## config.mk

```make
export PLATFORM = sky130hd
export DESIGN_NAME = muldiv_unit
export DESIGN_NICKNAME = d
export VERILOG_FILES = /design/src/rtl/muldiv_defines.sv /design/src/rtl/muldiv_div_step.sv /design/src/rtl/muldiv_unit.sv
export SDC_FILE = /design/constraint.sdc
export NUM_CORES = 1
export LEC_CHECK = 0
export ABC_AREA = 1
export BUFFER_PORTS_ARGS = -buffer_cell sky130_fd_sc_hd__buf_2
export CORE_MARGIN = 4
export CORE_UTILIZATION = 30
export CTS_CLUSTER_DIAMETER = 150
export CTS_CLUSTER_SIZE = 40
export DETAILED_ROUTE_END_ITERATION = 16
export PLACE_DENSITY = 0.45
export SKIP_CTS_REPAIR_TIMING = 1
export SLEW_MARGIN = 20
export SYNTH_ARGS = -nofsm -noshare
export SYNTH_HDL_FRONTEND = slang
export SYNTH_HIERARCHICAL = 1
export SYNTH_SLANG_ARGS = --single-unit
```

## constraint.sdc

```tcl
create_clock -name i_clk -period 4.1 [get_ports i_clk]
set_input_delay 0.205 -clock i_clk [delete_from_list [all_inputs] [get_ports i_clk]]
set_output_delay 0.205 -clock i_clk [all_outputs]
set_load 0.05 [all_outputs]
```

## src/rtl/muldiv_defines.sv

```systemverilog
// Shared definitions for the RV32M multiply/divide unit: funct3 operation
// codes, the OP-instruction funct7 used by decode, FSM state encoding and
// the default datapath width.
package muldiv_defines;

  localparam int MD_XLEN = 32;

  // funct7 that selects the M extension within OP instructions
  localparam logic [6:0] MD_FUNCT7 = 7'b0000001;

  localparam logic [2:0] MD_MUL    = 3'b000;
  localparam logic [2:0] MD_MULH   = 3'b001;
  localparam logic [2:0] MD_MULHSU = 3'b010;
  localparam logic [2:0] MD_MULHU  = 3'b011;
  localparam logic [2:0] MD_DIV    = 3'b100;
  localparam logic [2:0] MD_DIVU   = 3'b101;
  localparam logic [2:0] MD_REM    = 3'b110;
  localparam logic [2:0] MD_REMU   = 3'b111;

  localparam logic [1:0] ST_IDLE = 2'd0;
  localparam logic [1:0] ST_CALC = 2'd1;
  localparam logic [1:0] ST_DONE = 2'd2;

  // funct3[2] separates the divide group from the multiply group
  function automatic logic md_is_div(input logic [2:0] f3);
    return f3[2];
  endfunction

endpackage

```

## src/rtl/muldiv_div_step.sv

```systemverilog
// One restoring-division iteration. The partial remainder is shifted left
// by one, taking in the next dividend bit from the quotient register's MSB;
// the XLEN+1-bit shifted value is compared with the divisor and the
// divisor is subtracted when it fits, shifting the outcome into the quotient.
module muldiv_div_step #(
  parameter int XLEN = 32
) (
  input  logic [XLEN-1:0] rem_i,
  input  logic [XLEN-1:0] quo_i,
  input  logic [XLEN-1:0] dvsr_i,
  output logic [XLEN-1:0] rem_o,
  output logic [XLEN-1:0] quo_o
);

  logic [XLEN:0] rem_sh;
  logic          fits;

  // Shift, trial-compare and restore in a single combinational step
  always_comb begin
    rem_sh = {rem_i, quo_i[XLEN-1]};
    fits   = (rem_sh >= {1'b0, dvsr_i});
    // When the divisor fits the difference is below the divisor, so the
    // low XLEN bits of the subtraction are exact.
    rem_o  = fits ? (rem_sh[XLEN-1:0] - dvsr_i) : rem_sh[XLEN-1:0];
    quo_o  = {quo_i[XLEN-2:0], fits};
  end

endmodule

```

## src/rtl/muldiv_unit.sv

```systemverilog
// Iterative RV32M multiply/divide unit with a start/done handshake.
// Multiply: 32-cycle shift-add on operand magnitudes with a sign fix-up.
// Divide: 32-cycle restoring division on magnitudes with a sign fix-up;
// divide-by-zero and signed overflow finish in the start cycle.
// Build option: MULDIV_FAST_MUL_EN routes all multiplies through a single
// combinational signed multiply that completes in the start cycle.
module muldiv_unit
  import muldiv_defines::*;
#(
  parameter int XLEN  = MD_XLEN,
  parameter int CNT_W = 6
) (
  input  logic            i_clk,
  input  logic            i_rstn,
  input  logic            i_start,
  input  logic            i_kill,
  input  logic [2:0]      i_funct3,
  input  logic [XLEN-1:0] i_rs1,
  input  logic [XLEN-1:0] i_rs2,
  output logic            o_busy,
  output logic            o_done,
  output logic [XLEN-1:0] o_result
);

  logic [1:0]          state_q, state_d;
  logic [CNT_W-1:0]    cnt_q, cnt_d;
  logic [2:0]          f3_q, f3_d;
  logic                sign_a_q, sign_a_d;
  logic                sign_b_q, sign_b_d;
  logic [XLEN-1:0]     op_b_q, op_b_d;     // multiplicand / divisor magnitude
  logic [2*XLEN-1:0]   acc_q, acc_d;       // product; low half is quotient for divide
  logic [XLEN-1:0]     rem_q, rem_d;
  logic [XLEN-1:0]     result_q, result_d;

  // Start-cycle operand decode
  logic                rs1_signed, rs2_signed;
  logic                sa, sb;
  logic [XLEN-1:0]     abs_a, abs_b;
  logic                div_zero, div_ovf, special;
  logic [XLEN-1:0]     special_res;

  // Iteration and final-result datapath
  logic [XLEN:0]       mul_sum;
  logic [2*XLEN-1:0]   mul_acc_nxt;
  logic [XLEN-1:0]     div_rem_nxt, div_quo_nxt;
  logic [2*XLEN-1:0]   prod_fix;
  logic [XLEN-1:0]     quo_fix, rem_fix, final_res;

`ifdef MULDIV_FAST_MUL_EN
  logic [2*XLEN-1:0]   fast_a, fast_b, fast_prod;
  logic [XLEN-1:0]     fast_res;
`endif

  muldiv_div_step #(.XLEN(XLEN)) u_div_step (
    .rem_i  (rem_q),
    .quo_i  (acc_q[XLEN-1:0]),
    .dvsr_i (op_b_q),
    .rem_o  (div_rem_nxt),
    .quo_o  (div_quo_nxt)
  );

  // Decode operand signedness and special divide cases from the live inputs
  always_comb begin
    rs1_signed  = (i_funct3 == MD_MULH) || (i_funct3 == MD_MULHSU) ||
                  (i_funct3 == MD_DIV)  || (i_funct3 == MD_REM);
    rs2_signed  = (i_funct3 == MD_MULH) || (i_funct3 == MD_DIV) ||
                  (i_funct3 == MD_REM);
    sa          = rs1_signed & i_rs1[XLEN-1];
    sb          = rs2_signed & i_rs2[XLEN-1];
    abs_a       = sa ? -i_rs1 : i_rs1;
    abs_b       = sb ? -i_rs2 : i_rs2;
    div_zero    = (i_rs2 == '0);
    div_ovf     = ((i_funct3 == MD_DIV) || (i_funct3 == MD_REM)) &&
                  (i_rs1 == {1'b1, {(XLEN-1){1'b0}}}) && (&i_rs2);
    special     = md_is_div(i_funct3) && (div_zero || div_ovf);
    // funct3[1] marks the remainder variants
    if (div_zero)
      special_res = i_funct3[1] ? i_rs1 : '1;
    else
      special_res = i_funct3[1] ? '0 : {1'b1, {(XLEN-1){1'b0}}};
  end

`ifdef MULDIV_FAST_MUL_EN
  // Single XLEN+1 x XLEN+1 signed multiply, evaluated modulo 2^(2*XLEN)
  always_comb begin
    fast_a    = {{(XLEN-1){sa}}, sa, i_rs1};
    fast_b    = {{(XLEN-1){sb}}, sb, i_rs2};
    fast_prod = fast_a * fast_b;
    fast_res  = (i_funct3 == MD_MUL) ? fast_prod[XLEN-1:0]
                                     : fast_prod[2*XLEN-1:XLEN];
  end
`endif

  // Shift-add multiply step and sign-corrected result of the final iteration
  always_comb begin
    mul_sum     = {1'b0, acc_q[2*XLEN-1:XLEN]} + (acc_q[0] ? {1'b0, op_b_q} : '0);
    mul_acc_nxt = {mul_sum, acc_q[XLEN-1:1]};
    prod_fix    = (sign_a_q ^ sign_b_q) ? -mul_acc_nxt : mul_acc_nxt;
    quo_fix     = (sign_a_q ^ sign_b_q) ? -div_quo_nxt : div_quo_nxt;
    rem_fix     = sign_a_q ? -div_rem_nxt : div_rem_nxt;
    case (f3_q)
      MD_MUL:                      final_res = prod_fix[XLEN-1:0];
      MD_MULH, MD_MULHSU, MD_MULHU: final_res = prod_fix[2*XLEN-1:XLEN];
      MD_DIV, MD_DIVU:             final_res = quo_fix;
      default:                     final_res = rem_fix;
    endcase
  end

  // Control FSM and next-state for all datapath registers
  always_comb begin
    state_d  = state_q;
    cnt_d    = cnt_q;
    f3_d     = f3_q;
    sign_a_d = sign_a_q;
    sign_b_d = sign_b_q;
    op_b_d   = op_b_q;
    acc_d    = acc_q;
    rem_d    = rem_q;
    result_d = result_q;

    case (state_q)
      ST_IDLE: begin
        if (i_start && !i_kill) begin
          f3_d     = i_funct3;
          sign_a_d = sa;
          sign_b_d = sb;
          op_b_d   = abs_b;
          acc_d    = {{XLEN{1'b0}}, abs_a};
          rem_d    = '0;
          cnt_d    = CNT_W'(XLEN);
          if (special) begin
            result_d = special_res;
            state_d  = ST_DONE;
`ifdef MULDIV_FAST_MUL_EN
          end else if (!md_is_div(i_funct3)) begin
            result_d = fast_res;
            state_d  = ST_DONE;
`endif
          end else begin
            state_d  = ST_CALC;
          end
        end
      end
      ST_CALC: begin
        cnt_d = cnt_q - 1'b1;
        if (md_is_div(f3_q)) begin
          acc_d = {acc_q[2*XLEN-1:XLEN], div_quo_nxt};
          rem_d = div_rem_nxt;
        end else begin
          acc_d = mul_acc_nxt;
        end
        if (cnt_q == CNT_W'(1)) begin
          result_d = final_res;
          state_d  = ST_DONE;
        end
      end
      ST_DONE: state_d = ST_IDLE;
      default: state_d = ST_IDLE;
    endcase

    // A flush abandons the operation and leaves the last result visible
    if (i_kill) begin
      state_d  = ST_IDLE;
      result_d = result_q;
    end
  end

  // State registers with asynchronous active-low reset
  always_ff @(posedge i_clk or negedge i_rstn) begin
    if (!i_rstn) begin
      state_q  <= ST_IDLE;
      cnt_q    <= '0;
      f3_q     <= '0;
      sign_a_q <= 1'b0;
      sign_b_q <= 1'b0;
      op_b_q   <= '0;
      acc_q    <= '0;
      rem_q    <= '0;
      result_q <= '0;
    end else begin
      state_q  <= state_d;
      cnt_q    <= cnt_d;
      f3_q     <= f3_d;
      sign_a_q <= sign_a_d;
      sign_b_q <= sign_b_d;
      op_b_q   <= op_b_d;
      acc_q    <= acc_d;
      rem_q    <= rem_d;
      result_q <= result_d;
    end
  end

  assign o_busy   = (state_q != ST_IDLE);
  assign o_done   = (state_q == ST_DONE);
  assign o_result = result_q;

endmodule

```

# Word-level counts from Yosys, hierarchy flattened
# Index checks and enable logic that the tools add are counted.
# totals
wordCells	97
ramBits	0
input_bits	71
n_memories	0
ff_bits	173
out_inout_bits	34
latchBits	0
mem_bits_ro	0
# classes
div	0
n_shift	0
n_reduce_logical	26
bitwise_logic	4
n_addsub	8
order_cmp	1
muxes	28
mul	0
n_eq_ne	20
# op_table
op	n
32-bit 2-to-1 mux	14
64-bit 2-to-1 mux	3
32-bit negation	4
32-bit one-hot mux with 2 select lines	2
64-bit one-hot mux with 2 select lines	1
32-bit one-hot mux with 3 select lines	1
64-bit negation	1
32-bit by 32-bit adder with 33-bit output	1
33-bit by 32-bit >= comparator with 1-bit output	1
32-bit == test, second input constant	1
32-bit logical NOT	1
32-bit AND reduction	1
32-bit subtractor	1
3-bit == test, second input constant	4
6-bit one-hot mux with 2 select lines	1
2-bit inequality test, second input constant	5
3-bit by 2-bit == test with 1-bit output, second input constant	3
2-bit 2-to-1 mux	4
1-bit logical OR	7
3-bit by 1-bit == test with 1-bit output, second input constant	2
6-bit by 1-bit == test with 1-bit output, second input constant	1
6-bit 2-to-1 mux	1
3-bit inequality test, second input constant	2
2-bit AND reduction	3
16 further kinds	22

# Depth between registers and ports, before layout
# depth
ltp_word	10
mapped_depth	35
mapped_depth_nobuf	32

# Cells and area by module
# Netlist, hierarchy kept.
# by_module_without_submodules
module	cells_each	instances	seq_area_each_um2	area_each_um2
muldiv_unit	2578	1	4329.2	15945.3
muldiv_div_step	679	1	0.0	3400.8

# Worst setup path after synthesis
# OpenSTA, ideal clock, no wires.
# synth_timing
path_type	register to register
from	register rem_q[2]
to	register result_q[26], in the netlist o_result[26]
setup_time_ns	0.066
path_buffers	2
arrival_ns	3.509
required_ns	4.034
slack_ns	0.526
synth_period_minus_slack_ns	3.574
stages_incl_launch_ff	34
cell_sequence	dfrtp_1 -> ha_1 -> nand2_2 -> inv_1 -> nand2_1 -> nand2_1 -> nand2_1 -> nand3_2 -> nand2_2 -> nand2_2 -> nand2_4 -> nand2_8 -> buf_6 -> buf_4 -> inv_1 -> ha_1 -> inv_1 -> nor3_2 -> nand3_1 -> nor2_1 -> nand3_1 -> inv_1 -> nand2_1 -> nor3_1 -> a21oi_1 -> inv_1 -> o21ai_0 -> nand2_1 -> nand2_1 -> o21ai_0 -> inv_1 -> nand3_1 -> nand2_1 -> nand2_1
# synth_via
elab_chain_cells	7
elab_cells_between_ends	10
classes_between	add/sub: 3; order compare: 1; mux: 6
# synth_rtl
item	line	text
from (decl)	muldiv_unit.sv:32	logic [XLEN-1:0] rem_q, rem_d;
from (signal assigned)	muldiv_unit.sv:188	rem_q <= rem_d;
33-bit by 32-bit >= comparator with 1-bit output *	muldiv_div_step.sv:21	fits = (rem_sh >= {1'b0, dvsr_i});
named net u_div_step.fits	muldiv_div_step.sv:16	logic fits;
32-bit 2-to-1 mux	muldiv_div_step.sv:24	rem_o = fits ? (rem_sh[XLEN-1:0] - dvsr_i) : rem_sh[XLEN-1:0];
32-bit negation	muldiv_unit.sv:100	rem_fix = sign_a_q ? -div_rem_nxt : div_rem_nxt;
32-bit 2-to-1 mux	muldiv_unit.sv:100	
32-bit one-hot mux with 3 select lines *	muldiv_unit.sv:101	case (f3_q)
32-bit 2-to-1 mux *	muldiv_unit.sv:152	if (cnt_q == CNT_W'(1)) begin
32-bit one-hot mux with 2 select lines *	muldiv_unit.sv:121	case (state_q)
to (signal assigned)	muldiv_unit.sv:189	result_q <= result_d;
to (decl)	muldiv_unit.sv:33	logic [XLEN-1:0] result_q, result_d;
# Mark *: on every way through the listed nets, which the timed path passes. The rest lies on a longest branch. The select of a mux whose other input is x is not followed.
# A chain may end at the register's enable or synchronous reset.

# Worst setup path in the final report
# layout_timing
from	register op_b_q[27]
to	register result_q[26], in the netlist o_result[26]
# layout_via
elab_chain_cells	7
elab_cells_between_ends	13
classes_between	add/sub: 4; order compare: 1; mux: 8
# layout_rtl
item	line	text
from (decl)	muldiv_unit.sv:30	logic [XLEN-1:0] op_b_q, op_b_d;
from (signal assigned)	muldiv_unit.sv:186	op_b_q <= op_b_d;
33-bit by 32-bit >= comparator with 1-bit output	muldiv_div_step.sv:21	
32-bit 2-to-1 mux	muldiv_div_step.sv:24	
named net div_rem_nxt[0]	muldiv_unit.sv:45	logic [XLEN-1:0] div_rem_nxt, div_quo_nxt;
32-bit negation	muldiv_unit.sv:100	
32-bit 2-to-1 mux	muldiv_unit.sv:100	
32-bit one-hot mux with 3 select lines	muldiv_unit.sv:101	
32-bit 2-to-1 mux	muldiv_unit.sv:152	
32-bit one-hot mux with 2 select lines	muldiv_unit.sv:121	
# The timed path passes the listed nets, and every way through them passes these cells. The select of a mux whose other input is x is not followed.

==> metrics.csv <==
metric,value,unit
dp_hpwl,71200,um
drt_first_pass_iters,6,
dieHeight,262,um
die_outline_area,0.0686,mm2
unrepaired_setup_endpoints_after_global_routing,true,
finalWirelength,88200,um
postLayoutCellArea,0.0238,mm2
mapped_area,0.0193,mm2
pre_cts_slack,-0.292,ns
post_dp_cell_area,0.0220,mm2
synthDistinctLibCells,58,
cell_at_the_slowest_stage_of_the_critical_path,dfrtp_1,
sinks_on_clock_net,173,
critical_path_cell_count,29,
wire_length_of_the_first_global_routing_pass,132000,um
cts_tree,done,
crit_path_end_kind,flop,
ys.flop_type,dfrtp_1,
maximum_clock_insertion_buffer_count,2,
crit_path_max_incr_delay,0.38,ns
cell_family_contributing_the_most_delay_on_the_critical_path,simple AND/OR/NAND/NOR gates,
die-width,262,um
wl_met2,38800,um
critical_path_buf_inv_count,5,
finish.net_count,3650,
routed_via_density,5.11,
synth.largest_area_cell,dfrtp_1,
top_layer_used,met4,
routabilityCongestion,0.946,
worst_setup_path_start_kind,flop,
synthCells,3257,
depth_of_the_worst_register_to_register_path,29,
final.fill_count,6942,
timing.fmax,253,MHz
worst-setup-path-type,flop to flop,
final_setup_violations,0,
timing_hold_violations_final,0,
timing.critical_path.to,o_result[26],
total_number_of_vias,22300,
status,"finished, final reports clean",
final_critical_path_setup_slack,0.146,ns
synth_seq_cells,173,
cp_data_required_time,4.50,ns
mappedNetlistNets,3402,
hold_start,i_rs2[0],
post_route_cells_drive_above_1_share,0.183,
hp-class,input pin to flop,
grt_max_degree,78,
synth_area_leaders,"dfrtp_1 22%, nand2_1 18%, inv_1 9.5%",
via_count_of_the_first_global_routing_pass,21200,
synth_enable_flop_cells,0,
cts.clk_slew.worst_paths,0.08,ns
seq_area_frac_synth,0.224,
grt_util_all_layers,0.255,
core,0.0634,mm2
r2r-start,op_b_q[27],
h_tree_lvl_count,4,
initial_util,0.305,
final-max-slew-violation-count,0,
syn_avg_cell_area,5.94,um2
path_max_fanout,5,
placement.io_buffers,104,
num_rows,92,
rr_endpoint,o_result[26],
initialDrtViolationCount,1832,
slew_headroom,0.407,
drc,0,
grt_antenna_before_repair,5,
yosys_warn_count,6,
reg2reg_setup_slack,0.15,ns
clockRootBuffer,clkbuf_16,
ioPinCount,105,
dr_wl_met3,5200,um
async_reset_ff_frac,1.00,
cap_viol_max_count,0,
post-route-min-period,3.95,ns
detail_route.wirelength.met1,42600,um
worst_setup_path_startpoint,op_b_q[27],
routed_wire_per_std_cell,20.2,um
synth_top_area_frac,0.224,
synthToLayoutAreaGrowth,23.1,%
grt_overflow,0,
tightest_slew,0.889,ns
cts_made_buffers,17,
worstPathArrival,4.35,ns
totalNegativeSetupSlack,0,ns
worst_skew_late_latency,0.51,ns
drt.antenna.violating_nets,0,
final.hold.worst_slack,0.0316,ns
timing.final.crit_share,0.964,
finalClockSkew,0.0172,ns
[layout by cell type (no fill, tap or decap), types with 25 or more instances in the layout]
master | Yosys | final
dfrtp_1 | 173 | 169
nor2_2 | 10 | 26
ha_1 | 72 | 42
xor2_1 | 62 | 61
nand2_1 | 947 | 897
buf_2 | 14 | 103
o21ai_0 | 239 | 232
a21oi_1 | 161 | 155
inv_1 | 489 | 470
a221oi_1 | 28 | 28
nand3_2 | 15 | 25
buf_4 | 33 | 251
ha_4 | 0 | 29
nor2_1 | 297 | 272
nand4_1 | 54 | 54
nand3_1 | 276 | 265
nand2_2 | 15 | 58
nand3b_1 | 36 | 36
nor3_1 | 52 | 46
[tightest hold or removal path, stage by stage]
cell	delay, ns
buf_2	0.12
inv_1	0.09
o21ai_0	0.09
[logic make-up after synthesis]
group           Yosys count  synth area share
compound gates          519             0.151
simple gates           1764             0.399
fa+ha+maj                74            0.0486
buf+inv                 637             0.135
mux                       2           0.00103
flops                   173             0.224
xor+xnor                 88            0.0406
[per-layer routing]
layer	GRT usage	up-vias
met4	0.0575	0
met5	0	-
met3	0.0395	64
li1	-	11000
met2	0.397	686
met1	0.371	10600
[flip-flops by register name, indices dropped and copies added (netlist names)]
register  count
cnt_q         6
f3_q          3
acc_q        64
op_b_q       32
state_q       2
sign_b_q      1
sign_a_q      1
rem_q        32
o_result     32
[cell type report]
cell class / instances / area (um2) / share of cell area
Inverter: 495 / 1860 / 0.0781
Timing Repair Buffer: 370 / 2640 / 0.111
Antenna cell: 1 / 2.50 / 0.000105
Multi-Input combinational cell: 2448 / 13300 / 0.558
Clock inverter: 15 / 203 / 0.00851
Sequential cell: 173 / 4330 / 0.182
Clock buffer: 17 / 425 / 0.0179
Tap cell: 846 / 1060 / 0.0445
[worst min-delay path by stage]
stage | end | depth (start not counted)
6_report | op_b_q[0] | 3
5_1_grt | op_b_q[0] | 3
3_5_place_dp | o_result[22] | 1
2_1_floorplan | acc_q[0] | 0
4_1_cts | o_result[18] | 1
3_3_place_gp | o_result[18] | 1
[synthesized netlist by cell type (15+ instances only)]
cell / count
nor3_2: 16
nand3_2: 15
nand2_1: 947
clkbuf_1: 76
nor2_1: 297
xor2_1: 62
nand3b_1: 36
xnor2_1: 24
dfrtp_1: 173
a221oi_1: 28
o21ai_0: 239
nand3_1: 276
buf_4: 33
inv_1: 489
a22oi_1: 21
nand2_2: 15
ha_1: 72
nor4_1: 16
nor3_1: 52
nand4_1: 54
a21oi_1: 161
[through the flow]
stage	utilization	std cells
6_report	0.375	4365
5_1_grt	0.375	4365
4_1_cts	0.357	4327
3_5_place_dp	0.347	4295
3_3_place_gp	0.347	4295
2_1_floorplan	-	3257
Power is left out: the tool's default activity adds up to more than one toggle a clock period on the data nets, which glitch-free logic cannot reach.
